`config.mk`:
```
export PLATFORM = sky130hd
export DESIGN_NAME = frame_strobe_sequencer_flat
export DESIGN_NICKNAME = d
export VERILOG_FILES = /design/src/rtl/frame_strobe_sequencer_if.sv /design/src/rtl/frame_strobe_sequencer.sv /design/src/flat_wrapper.sv
export SDC_FILE = /design/constraint.sdc
export NUM_CORES = 1
export LEC_CHECK = 0
export CORE_AREA = 2 2 233 235
export DETAILED_ROUTE_END_ITERATION = 12
export DIE_AREA = 0 0 235 237
export HOLD_SLACK_MARGIN = 0.05
export PLACE_DENSITY = 0.71
export SETUP_SLACK_MARGIN = 0.3
export SLEW_MARGIN = 40
export SYNTH_ARGS = -nofsm -noshare
export SYNTH_HDL_FRONTEND = slang
export SYNTH_SLANG_ARGS = --single-unit
```
`constraint.sdc`:
```
create_clock -name UserCLK -period 4.5 [get_ports UserCLK]
set_input_delay 0.45 -clock UserCLK [delete_from_list [all_inputs] [get_ports UserCLK]]
set_output_delay 0.45 -clock UserCLK [all_outputs]
set_load 0.05 [all_outputs]
```
`src/rtl/frame_strobe_sequencer_if.sv`:
```
// Handshake and frame bus between the bitstream front-end (master) and the
// column frame strobe sequencer (slave).
interface frame_strobe_sequencer_if #(
    parameter int unsigned MaxFramesPerCol = 20,
    parameter int unsigned FrameBitsPerRow = 32,
    parameter int unsigned NumRows         = 16
) ();
    localparam int unsigned FrameW = (MaxFramesPerCol > 1) ? $clog2(MaxFramesPerCol) : 1;

    logic                               cmd_valid;
    logic                               cmd_ready;
    logic [FrameW-1:0]                  cmd_frame;
    logic                               wr_valid;
    logic                               wr_ready;
    logic [FrameBitsPerRow-1:0]         wr_data;
    logic [NumRows*FrameBitsPerRow-1:0] FrameData;
    logic [MaxFramesPerCol-1:0]         FrameStrobe;
    logic                               busy;
    logic                               err;
    logic [15:0]                        frame_count;

    // Front-end side: issues commands and row words.
    modport master (
        output cmd_valid, cmd_frame, wr_valid, wr_data,
        input  cmd_ready, wr_ready, FrameData, FrameStrobe, busy, err, frame_count
    );

    // Sequencer side: drives the column frame bus.
    modport slave (
        input  cmd_valid, cmd_frame, wr_valid, wr_data,
        output cmd_ready, wr_ready, FrameData, FrameStrobe, busy, err, frame_count
    );
endinterface

```
`src/rtl/frame_strobe_sequencer.sv`:
```
// Column configuration sequencer: takes a frame command, collects one word per
// tile row into FrameData, waits a setup window, pulses the one-hot FrameStrobe
// line for the frame, then holds FrameData one extra cycle before going idle.
module frame_strobe_sequencer #(
    parameter int unsigned MaxFramesPerCol = 20,
    parameter int unsigned FrameBitsPerRow = 32,
    parameter int unsigned NumRows         = 16,
    parameter int unsigned SetupCycles     = 1,
    parameter int unsigned StrobeWidth     = 1
) (
    input logic                     UserCLK,
    input logic                     resetn,
    frame_strobe_sequencer_if.slave bus
);
    localparam int unsigned FrameW = (MaxFramesPerCol > 1) ? $clog2(MaxFramesPerCol) : 1;
    localparam int unsigned RowW   = (NumRows > 1) ? $clog2(NumRows) : 1;
    localparam int unsigned DlyMax = (SetupCycles > StrobeWidth) ? SetupCycles : StrobeWidth;
    localparam int unsigned DlyW   = (DlyMax > 1) ? $clog2(DlyMax) : 1;

    typedef enum logic [2:0] {
        StIdle,
        StLoad,
        StSetup,
        StStrobe,
        StHold
    } state_e;

    state_e                             state_q;
    logic [FrameW-1:0]                  frame_q;
    logic [RowW-1:0]                    row_q;
    logic [DlyW-1:0]                    dly_q;
    logic [NumRows*FrameBitsPerRow-1:0] frame_data_q;
    logic [MaxFramesPerCol-1:0]         strobe_q;
    logic                               err_q;
    logic [15:0]                        frame_count_q;

    // Sequencer FSM with registered strobe, data, error and counter outputs.
    always_ff @(posedge UserCLK) begin
        if (!resetn) begin
            state_q       <= StIdle;
            frame_q       <= '0;
            row_q         <= '0;
            dly_q         <= '0;
            frame_data_q  <= '0;
            strobe_q      <= '0;
            err_q         <= 1'b0;
            frame_count_q <= '0;
        end else begin
            err_q <= 1'b0;
            case (state_q)
                StIdle: begin
                    if (bus.cmd_valid) begin
                        if (int'(bus.cmd_frame) < int'(MaxFramesPerCol)) begin
                            frame_q <= bus.cmd_frame;
                            row_q   <= '0;
                            state_q <= StLoad;
                        end else begin
                            // Out-of-range frame: flag it and drop the command.
                            err_q <= 1'b1;
                        end
                    end
                end
                StLoad: begin
                    if (bus.wr_valid) begin
                        for (int r = 0; r < int'(NumRows); r++) begin
                            if (row_q == RowW'(r)) begin
                                frame_data_q[r*FrameBitsPerRow +: FrameBitsPerRow] <= bus.wr_data;
                            end
                        end
                        if (row_q == RowW'(NumRows - 1)) begin
                            row_q   <= '0;
                            dly_q   <= '0;
                            state_q <= StSetup;
                        end else begin
                            row_q <= row_q + RowW'(1);
                        end
                    end
                end
                StSetup: begin
                    if (dly_q == DlyW'(SetupCycles - 1)) begin
                        dly_q <= '0;
                        for (int f = 0; f < int'(MaxFramesPerCol); f++) begin
                            strobe_q[f] <= (frame_q == FrameW'(f));
                        end
                        state_q <= StStrobe;
                    end else begin
                        dly_q <= dly_q + DlyW'(1);
                    end
                end
                StStrobe: begin
                    if (dly_q == DlyW'(StrobeWidth - 1)) begin
                        dly_q    <= '0;
                        strobe_q <= '0;
                        state_q  <= StHold;
                    end else begin
                        dly_q <= dly_q + DlyW'(1);
                    end
                end
                StHold: begin
                    if (frame_count_q != 16'hFFFF) begin
                        frame_count_q <= frame_count_q + 16'd1;
                    end
                    state_q <= StIdle;
                end
                default: begin
                    state_q  <= StIdle;
                    strobe_q <= '0;
                end
            endcase
        end
    end

    assign bus.cmd_ready   = (state_q == StIdle);
    assign bus.wr_ready    = (state_q == StLoad);
    assign bus.busy        = (state_q != StIdle);
    assign bus.FrameData   = frame_data_q;
    assign bus.FrameStrobe = strobe_q;
    assign bus.err         = err_q;
    assign bus.frame_count = frame_count_q;

endmodule

```
`src/flat_wrapper.sv`:
```
// flat-port wrapper written by rule: the top's interface ports become plain ports
module frame_strobe_sequencer_flat 
#(
    parameter int unsigned MaxFramesPerCol = 20,
    parameter int unsigned FrameBitsPerRow = 32,
    parameter int unsigned NumRows         = 16,
    parameter int unsigned SetupCycles     = 1,
    parameter int unsigned StrobeWidth     = 1
)
  (UserCLK, resetn, bus_cmd_valid, bus_cmd_frame, bus_wr_valid, bus_wr_data, bus_cmd_ready, bus_wr_ready, bus_FrameData, bus_FrameStrobe, bus_busy, bus_err, bus_frame_count);
  frame_strobe_sequencer_if #(.MaxFramesPerCol(MaxFramesPerCol), .FrameBitsPerRow(FrameBitsPerRow), .NumRows(NumRows)) bus_i ();
  input logic UserCLK;
  input logic resetn;
  input wire logic [$bits(bus_i.cmd_valid)-1:0] bus_cmd_valid;
  input wire logic [$bits(bus_i.cmd_frame)-1:0] bus_cmd_frame;
  input wire logic [$bits(bus_i.wr_valid)-1:0] bus_wr_valid;
  input wire logic [$bits(bus_i.wr_data)-1:0] bus_wr_data;
  output wire logic [$bits(bus_i.cmd_ready)-1:0] bus_cmd_ready;
  output wire logic [$bits(bus_i.wr_ready)-1:0] bus_wr_ready;
  output wire logic [$bits(bus_i.FrameData)-1:0] bus_FrameData;
  output wire logic [$bits(bus_i.FrameStrobe)-1:0] bus_FrameStrobe;
  output wire logic [$bits(bus_i.busy)-1:0] bus_busy;
  output wire logic [$bits(bus_i.err)-1:0] bus_err;
  output wire logic [$bits(bus_i.frame_count)-1:0] bus_frame_count;
  assign bus_i.cmd_valid = bus_cmd_valid;
  assign bus_i.cmd_frame = bus_cmd_frame;
  assign bus_i.wr_valid = bus_wr_valid;
  assign bus_i.wr_data = bus_wr_data;
  assign bus_cmd_ready = bus_i.cmd_ready;
  assign bus_wr_ready = bus_i.wr_ready;
  assign bus_FrameData = bus_i.FrameData;
  assign bus_FrameStrobe = bus_i.FrameStrobe;
  assign bus_busy = bus_i.busy;
  assign bus_err = bus_i.err;
  assign bus_frame_count = bus_i.frame_count;
  frame_strobe_sequencer #(.MaxFramesPerCol(MaxFramesPerCol), .FrameBitsPerRow(FrameBitsPerRow), .NumRows(NumRows), .SetupCycles(SetupCycles), .StrobeWidth(StrobeWidth)) u_core (.UserCLK(UserCLK), .resetn(resetn), .bus(bus_i));
endmodule
```
==> flow_metrics.tcl, run 1 <==
set metrics [dict create \
    cp_top_family "buffers and inverters" \
    critPathMaxStageDelay_ns 0.84 \
    pwr-share-comb 0.047 \
    reg2reg_slack_ns 1.87 \
    period_share 0.6544 \
    min_path_cells 3 \
    first_pass_iters 6 \
    r2r_cells 4 \
    crit_arrival_ns 2.49 \
    syn2layout_area_growth_pct 40.54 \
    clock-sinks 561 \
    finalSetupViolations 0 \
    slew_viol_final 0 \
    swShare 0.2324 \
    via_count 19990 \
    seqPwrFrac 0.485 \
    cts.root.buffer_cell "clkbuf_16" \
    cts_setup_buffers 0 \
    hold_ws_ns 0.3409 \
    viasPerCell 5.319 \
    outcome "completed" \
    worstSetupStartpoint "u_core.state_q[2]$_SDFFE_PN0P_" \
    cts_max_level 2 \
    syn_avg_cell_area_sq_um 7.744 \
    wl_per_cell_microns 21.38 \
    max-vdd-ir-drop_uv 299.9 \
    final_nets 3064 \
    cap_violations 0 \
    num_rows 85 \
    final_core_util 0.5254 \
    power.leakage_nw 9.169 \
    power.total_mw 10.33 \
    cts.repair.resized 0 \
    multi_input_comb_area_sq_mm 0.007726 \
    finalHoldViolCount 0 \
    clock_latency_ns 0.61 \
    fp.dieH_microns 237 \
    clk_pin_slew_worst_paths_ns 0.06 \
    p_int_mw 7.927 \
    pre_cts_slack_ns 1.552 \
    clockBufferDepth 3 \
    syn_area_sq_mm 0.01992 \
    drive_gt1_frac 0.05452 \
    min_path_type "in2reg" \
    critical_path_class "reg2out" \
    start_kind "flop" \
    crit_path_top_delay_cell "clkdlybuf4s50_1" \
    p_switching_mw 2.400 \
    drc 0 \
    clock_power_share 0.468 \
    antenna-diode-count 0 \
    yosysSeqAreaShare 0.5639 \
    ys_warn_count 0 \
    io-pin-count 593 \
    min_period_ns 2.945 \
    endpoint_kind "output port" \
    synth-seq-cells 561 \
    die_width_microns 235 \
    p_per_area_mw_per_mm2 368.9 \
    cts_hold_buf 0 \
    antenna_found_initial 1 \
    gp_congestion 0.8427 \
    hold_end "u_core.bus.FrameData[441]$_SDFFE_PN0P_" \
    grt_pass1_wl_microns 117300 \
    worst-path-max-fanout 14 \
    cp.required_ns 4.05 \
    grt-ovfl-total 0 \
    syn_nets 2618 \
    worstPathCellList "or3_1 > inv_1 > clkdlybuf4s50_1" \
    grt_max_degree 115 \
    fin_ws_ns 1.555 \
    finalClockSkew_ns 0.01918 \
    cts_made_buffers 57 \
    start_util 0.3738 \
    grt_pass1_vias 18550 \
    rr_startpoint "u_core.state_q[0]$_SDFFE_PN0P_" \
    timing.slew.headroom 0.4695 \
    hold_start "bus_wr_data[25]" \
    globalRouteTotalUtil 0.2735 \
    dp_hpwl_microns 52490 \
    syn_inst 2572 \
    tightest_slew_ns 0.7933 \
    grt_setup_unrepaired "false" \
    ys_types 40 \
    register_area_sq_mm 0.01123 \
    r2r-end "u_core.bus.FrameData[407]$_SDFFE_PN0P_" \
    port_buffers 592 \
    worst-path-buf-inv 2 \
    dieArea_sq_mm 0.05570 \
    first_iter_violations 1636 \
    setup_tns_ns 0 \
    fillers 4783 \
    max_freq_ghz 0.3396 \
    cts_tree "done" \
    wirelength_microns 80360 \
    postRouteAntennaNets 0 \
    core_sq_mm 0.05328 \
]
## worst register-to-register path: stages (launching register included)
cell	delay [ns]
dfxtp_1	0.58
and4bb_2	0.71
nand3_2	0.77
nand2_1	0.32
a21oi_1	0.09
## flip-flops by register name (all words and copies together), names as in the netlist
register,flops
u_core.bus.frame_count,16
u_core.state_q,3
u_core.frame_q,5
u_core.row_q,4
u_core.bus.err,1
u_core.bus.FrameData,512
u_core.bus.FrameStrobe,20
## stage by stage
step,cells,area (sq um)
2_1_floorplan,2572,19920
3_3_place_gp,3655,26190
3_5_place_dp,3655,26090
4_1_cts,3759,27990
5_1_grt,3759,27990
6_report,3759,27990
## layout make-up
cell class              count  area share
inverters                  11    0.001743
well taps                 696     0.03111
repair buffers            638      0.2221
clock inverters            19    0.008492
multi-input cells        1749      0.2760
clock buffers              85     0.05940
flip-flops and latches    561      0.4012
## cells in the final DEF, fill, tap and decap left out, drive strengths merged, types with 2 or more instances in the layout
cell,synthesis,final
a21oi,525,525
a22oi,16,16
a31oi,4,4
a32oi,5,5
and3,16,16
buf,1,67
bufinv,0,5
clkbuf,250,85
clkdlybuf4s50,0,571
clkinv,0,13
dfxtp,561,561
ha,5,5
inv,11,11
mux2i,8,8
nand2,1040,1040
nand3,25,25
nand4,4,4
nor2,33,33
nor2b,5,5
nor3,9,9
nor3b,3,3
nor4,9,9
o211a,3,3
o21ai,12,12
o31ai,3,3
or3,3,3
or4,5,5
or4b,2,2
## how the worst max path moves through the flow
stage                                                         to  cells past startpoint
final                                              bus_cmd_ready                      3
after global routing                               bus_cmd_ready                      3
after CTS                                          bus_cmd_ready                      3
after detailed placement  u_core.bus.FrameData[350]$_SDFFE_PN0P_                      5
after global placement     u_core.bus.FrameData[75]$_SDFFE_PN0P_                      5
after floorplan                     u_core.row_q[3]$_SDFFE_PN0P_                      5
## power groups by stage
stage,clock (mW),combinational (mW),sequential (mW)
after floorplan,0,0.223,5.17
after global placement,0,0.482,5.12
after detailed placement,0,0.479,5.12
after CTS,4.89,0.480,5.01
after global routing,5.10,0.505,5.01
final,4.83,0.489,5.01
## Yosys cell counts, drive strengths merged
cell | instances | area [sq um]
and2 | 1 | 6.260
a31oi | 4 | 25.02
o311ai | 1 | 8.760
and4bb | 1 | 12.51
and4 | 1 | 8.760
ha | 5 | 62.56
o311a | 1 | 10.01
mux2i | 8 | 80.08
a211oi | 1 | 7.510
o21ai | 12 | 60.06
nor4 | 9 | 56.30
dfxtp | 561 | 11230
o211ai | 1 | 7.510
o31ai | 3 | 22.52
nand2b | 1 | 6.260
a22oi | 16 | 120.1
clkbuf | 250 | 938.4
nand4bb | 1 | 11.26
nor3 | 9 | 45.04
or4 | 5 | 37.54
nand4 | 4 | 25.02
or3b | 1 | 11.26
a21oi | 525 | 2628
o211a | 3 | 30.03
nor3b | 3 | 22.52
or4b | 2 | 20.02
nand3b | 1 | 7.510
inv | 11 | 41.29
or2 | 1 | 6.260
nor2b | 5 | 31.28
and3 | 16 | 100.1
nor2 | 33 | 123.9
buf | 1 | 5.000
a32oi | 5 | 43.79
or3 | 3 | 18.77
nor4bb | 1 | 10.01
a21boi | 1 | 7.510
nand3 | 25 | 125.1
nand2 | 1040 | 3904
## per-layer routing
metal,up-vias,part of all wire,global-route usage
met1,9515,0.39,0.3374
met4,0,0.037,0.1064
met3,191,0.12,0.08941
met5,-,0,0
met2,1107,0.46,0.4428
li1,9180,-,-
## cells by family after synthesis
logic type               synth area share
AO/OA/AOI/OAI                      0.1491
flip-flops                         0.5639
AND/OR/NAND/NOR                    0.2304
buffers and inverters             0.04944
adder cells (fa/ha/maj)          0.003141
multiplexers                     0.004021
No activity file was read; power rests on OpenSTA's default activity.
==> inputs of run 2 (changes only) <==
PLACE_DENSITY = 0.73   (was 0.71)
clock period = 2.5 ns   (was 4.5 ns; I/O delays follow)
==> run 2 against run 1 <==
Flip-flop and latch count unchanged. Power is 83% higher. Via count is 1.7% lower. Worst hold slack worse by 0.039 ns.
==> flow_metrics.tcl, run 2 (synthesized netlist as in run 1, its figures left out) <==
set metrics [dict create \
    crit_path_top_delay_cell "clkdlybuf4s50_1" \
    met1_usage 0.3339 \
    busiest_layer "met2" \
    tightest_slew_ns 0.7072 \
    final_cell_mix "nand2_1 (1,040), clkdlybuf4s50_1 (584), dfxtp_1 (557), a21oi_1 (525), buf_4 (70)" \
    clock-sinks 561 \
    first_pass_iters 6 \
    cts_made_buffers 56 \
    setup_tns_ns 0 \
    critPathMaxStageDelay_ns 0.86 \
    final_common_cell "nand2_1" \
    grt_pass1_vias 18050 \
    grt_pass1_wl_microns 114100 \
    die_width_microns 235 \
    cap_violations 0 \
    io-pin-count 593 \
    start_util 0.3738 \
    cts.root.buffer_cell "clkbuf_16" \
    placedCellCount 3713 \
    largest_register_ffs 512 \
    cp.required_ns 2.25 \
    power.total_mw 18.89 \
    power.leakage_nw 9.679 \
    max_freq_ghz 0.4663 \
    endpoint_kind "output port" \
    port_buffers 592 \
    drive_gt1_frac 0.06985 \
    period_share 0.8578 \
    start_kind "flop" \
    wirelength_microns 77500 \
    grt_max_degree 96 \
    gr-usage-met3 0.08032 \
    dieArea_sq_mm 0.05570 \
    clock_latency_ns 0.60 \
    fillers 4840 \
    wl_per_cell_microns 20.30 \
    slew_viol_final 0 \
    finalInstanceArea_sq_mm 0.02899 \
    instances_no_fill 3817 \
    register_area_sq_mm 0.01124 \
    clock_power_share 0.471 \
    placed_area_sq_mm 0.02701 \
    p_switching_mw 4.359 \
    antenna_found_initial 1 \
    fp.dieH_microns 237 \
    seqPwrFrac 0.477 \
    cts_max_level 2 \
    critical_path_class "reg2out" \
    swShare 0.2308 \
    core_sq_mm 0.05328 \
    min_period_ns 2.144 \
    syn2layout_area_growth_pct 45.57 \
    finalSetupViolations 0 \
    gp_congestion 0.8300 \
    pwr-share-comb 0.052 \
    num_rows 85 \
    drc 0 \
    worst-path-max-fanout 5 \
    grt_setup_unrepaired "false" \
    outcome "completed" \
    p_per_area_mw_per_mm2 651.5 \
    p_int_mw 14.53 \
    dp_hpwl_microns 51330 \
    first_iter_violations 1408 \
    min_path_type "in2reg" \
    via_count 19660 \
    max-vdd-ir-drop_uv 528.1 \
    worst-path-buf-inv 1 \
    finalHoldViolCount 0 \
    clk_pin_slew_worst_paths_ns 0.06 \
    cts_tree "done" \
    antenna-diode-count 0 \
    crit_arrival_ns 1.89 \
    finalClockSkew_ns 0.01327 \
    clockBufferDepth 3 \
    timing.slew.headroom 0.5271 \
    globalRouteTotalUtil 0.2644 \
    final_nets 3121 \
    worstPathCellList "clkdlybuf4s50_1" \
    grt-ovfl-total 0 \
    multi_input_comb_area_sq_mm 0.007734 \
    cp_top_family "buffers and inverters" \
    use_met2 0.4214 \
    viasPerCell 5.150 \
    postRouteAntennaNets 0 \
    cts_setup_buffers 0 \
]
[run 2: stage by stage]
| step | worst slack [ns] | util | hold WS [ns] |
|---|---|---|---|
| after detailed placement | 0.2788 | 0.5070 | 0.4453 |
| after global routing | 0.3007 | 0.5442 | 0.2900 |
| final | 0.3556 | 0.5442 | 0.3021 |
| after global placement | 0.3440 | 0.5070 | 0.4394 |
| after CTS | 0.3023 | 0.5438 | 0.2606 |
| after floorplan | 0.2994 | - | 0.3683 |
[run 2: repair_timing]
action	CTS	global route
resized for setup	13	6
pin swaps	0	0
endpoints found under the setup margin	5	7
hold buffers	0	0
[run 2: path summary, 6_finish.rpt]
path | from | endpoint | slack (ns) | cells after the start
max reg2reg | u_core.state_q[0]$_SDFFE_PN0P_ | u_core.bus.frame_count[15]$_SDFFE_PN0P_ | 0.45 | 4
min reg2reg | u_core.bus.FrameData[346]$_SDFFE_PN0P_ | u_core.bus.FrameData[346]$_SDFFE_PN0P_ | 0.45 | 2
min | bus_cmd_frame[0] | u_core.frame_q[0]$_SDFFE_PN0P_ | 0.30 | 3
max | u_core.bus.frame_count[9]$_SDFFE_PN0P_ | bus_frame_count[9] | 0.36 | 1
[run 2: worst min-delay path, delay by kind of cell]
family,cells,cell delay (ns)
buffers and inverters,1,0.42
muxes,1,0.13
and+or+nand+nor,1,0.05
[run 2: per-layer routing]
metal	routed length, microns	share of wire
met5	0	0
met4	2852	0.037
met3	8229	0.11
met2	35540	0.46
met1	30880	0.40
[run 2: power groups by stage]
stage	registers [mW]	logic [mW]	clock network, mW
after CTS	9.00	0.966	9.05
after detailed placement	9.20	0.967	0
after floorplan	9.31	0.407	0
after global placement	9.20	0.967	0
after global routing	9.00	1.02	9.36
final	9.00	0.981	8.90
[run 2: layout make-up]
class | instances | area share
Timing Repair Buffer | 696 | 0.2461
Sequential cell | 561 | 0.3875
Tap cell | 696 | 0.03003
Inverter | 11 | 0.001812
Clock inverter | 23 | 0.01135
Multi-Input combinational cell | 1749 | 0.2667
Clock buffer | 81 | 0.05640
==> inputs of run 3 (changes only) <==
CTS_BUF_LIST = sky130_fd_sc_hd__clkbuf_8   (was default)
==> run 3 against run 2 <==
Core utilization fell by 0.30 points. Worst hold slack lost 0.057 ns. Critical path depth rose by 3. Final cell count is 1.5% higher. Via count grew 0.51%. Non-clock buffer count is the same. Setup slack worse by 0.0074 ns. Sequential share of layout area is 0.22 points higher. First-iteration DRC count grew 7.2%. Cell area decreased by 0.56%. Power decreased by 5.0%. Combinational power hardly changed. Critical endpoint is now bus_cmd_ready.
==> flow_metrics.tcl, run 3 (synthesized netlist as in run 1, its figures left out) <==
set metrics [dict create \
    io-pin-count 593 \
    p_per_area_mw_per_mm2 622.1 \
    cts_made_buffers 91 \
    clock_power_share 0.443 \
    num_rows 85 \
    critPathMaxStageDelay_ns 0.41 \
    finalClockSkew_ns 0.02294 \
    postRouteAntennaNets 0 \
    clk_pin_slew_worst_paths_ns 0.06 \
    busiest_layer "met2" \
    rr_startpoint "u_core.state_q[0]$_SDFFE_PN0P_" \
    grt_pass1_wl_microns 114400 \
    cp_top_family "buffers and inverters" \
    core_sq_mm 0.05328 \
    use_met2 0.4203 \
    cts_max_level 3 \
    instances_no_fill 3875 \
    max-vdd-ir-drop_uv 484.2 \
    start_kind "flop" \
    placedCellCount 3713 \
    finalSetupViolations 0 \
    hold_start "bus_cmd_frame[0]" \
    outcome "completed" \
    globalRouteTotalUtil 0.2666 \
    grt_pass1_vias 18190 \
    power.leakage_nw 9.992 \
    min_path_type "in2reg" \
    dieArea_sq_mm 0.05570 \
    worstSetupStartpoint "u_core.state_q[0]$_SDFFE_PN0P_" \
    crit_path_top_delay_cell "or3_4" \
    cap_violations 0 \
    wl_per_cell_microns 20.06 \
    max_freq_ghz 0.4647 \
    clock_latency_ns 0.67 \
    final_core_util 0.5411 \
    crit_arrival_ns 1.90 \
    final_common_cell "nand2_1" \
    period_share 0.8607 \
    endpoint_kind "output port" \
    gp_congestion 0.8300 \
    grt_max_degree 96 \
    tightest_slew_ns 0.6995 \
    clockBufferDepth 3 \
    swShare 0.2457 \
    final_nets 3156 \
    first_pass_iters 7 \
    clock-sinks 561 \
    antenna-diode-count 0 \
    pwr-share-comb 0.055 \
    finalHoldViolCount 0 \
    drc 0 \
    die_width_microns 235 \
    critical_path_class "reg2out" \
    viasPerCell 5.099 \
    via_count 19760 \
    worstPathCellList "buf_4 > or3_4 > clkinvlp_4 > clkbuf_4" \
    cts_tree "done" \
    power.total_mw 17.94 \
    drive_gt1_frac 0.07833 \
    cts_setup_buffers 0 \
    gr-usage-met3 0.08755 \
    antenna_found_initial 1 \
    port_buffers 592 \
    syn2layout_area_growth_pct 44.76 \
    final_cell_mix "nand2_1 (1,040), dfxtp_1 (557), clkdlybuf4s50_1 (556), a21oi_1 (525), clkbuf_8 (113)" \
    grt-ovfl-total 0 \
    grt_setup_unrepaired "true" \
    largest_register_ffs 512 \
    p_int_mw 13.53 \
    first_iter_violations 1509 \
    p_switching_mw 4.407 \
    timing.slew.headroom 0.5356 \
    wirelength_microns 77740 \
    start_util 0.3738 \
    worst-path-max-fanout 13 \
    slew_viol_final 0 \
    met1_usage 0.3328 \
    dp_hpwl_microns 51330 \
    min_period_ns 2.152 \
    worst-path-buf-inv 3 \
    cp.required_ns 2.25 \
    seqPwrFrac 0.502 \
    cts.root.buffer_cell "clkbuf_8" \
    setup_tns_ns 0 \
    fp.dieH_microns 237 \
]
==> run 3: power by group through the flow <==
| stage | clock [mW] | combinational (mW) | sequential, mW |
|---|---|---|---|
| 6_report | 7.95 | 0.981 | 9.01 |
| 4_1_cts | 8.09 | 0.964 | 9.01 |
| 3_3_place_gp | 0 | 0.967 | 9.20 |
| 5_1_grt | 8.48 | 1.02 | 9.01 |
| 2_1_floorplan | 0 | 0.407 | 9.31 |
| 3_5_place_dp | 0 | 0.967 | 9.20 |
==> run 3: worst paths after layout <==
check	end	cells past startpoint	slack [ns]
worst min register to register	u_core.bus.FrameData[142]$_SDFFE_PN0P_	2	0.45
worst max-delay path	bus_cmd_ready	4	0.35
worst min-delay path	u_core.frame_q[0]$_SDFFE_PN0P_	3	0.24
worst max register to register	u_core.bus.frame_count[15]$_SDFFE_PN0P_	4	0.44
==> run 3: per-stage QoR <==
stage / cell area [sq um] / hold WS [ns] / worst slack (ns)
after detailed placement: 27010 / 0.4453 / 0.2788
final: 28830 / 0.2448 / 0.3482
after global routing: 28830 / 0.2155 / 0.2567
after global placement: 27010 / 0.4394 / 0.3440
after CTS: 28800 / 0.1725 / 0.2367
after floorplan: 19940 / 0.3683 / 0.2994
==> run 3: layout make-up <==
| type | instances | area (sq um) |
|---|---|---|
| clock buffer | 113 | 1555 |
| clock inverter | 49 | 270.3 |
| fill | 4923 | 24450 |
| inverter | 11 | 52.55 |
| multi-input combinational | 1749 | 7734 |
| sequential | 561 | 11240 |
| tap | 696 | 870.8 |
| timing repair buffer | 696 | 7114 |
==> run 3: routing by layer <==
layer | wire length [microns] | part of all wire
met5 | 0 | 0
met4 | 3150 | 0.041
met3 | 8681 | 0.11
met2 | 35080 | 0.45
met1 | 30820 | 0.40
==> run 3: worst min-delay path, cell delays in order <==
cell,delay [ns]
clkdlybuf4s50_1,0.42
mux2i_1,0.13
nor2_1,0.05
==> run 3: what timing repair did <==
action                     4_1_cts  5_1_grt
hold buffers                     0        0
gates resized for setup         38       11
setup endpoints to repair       28       12
pin swaps                        0        0
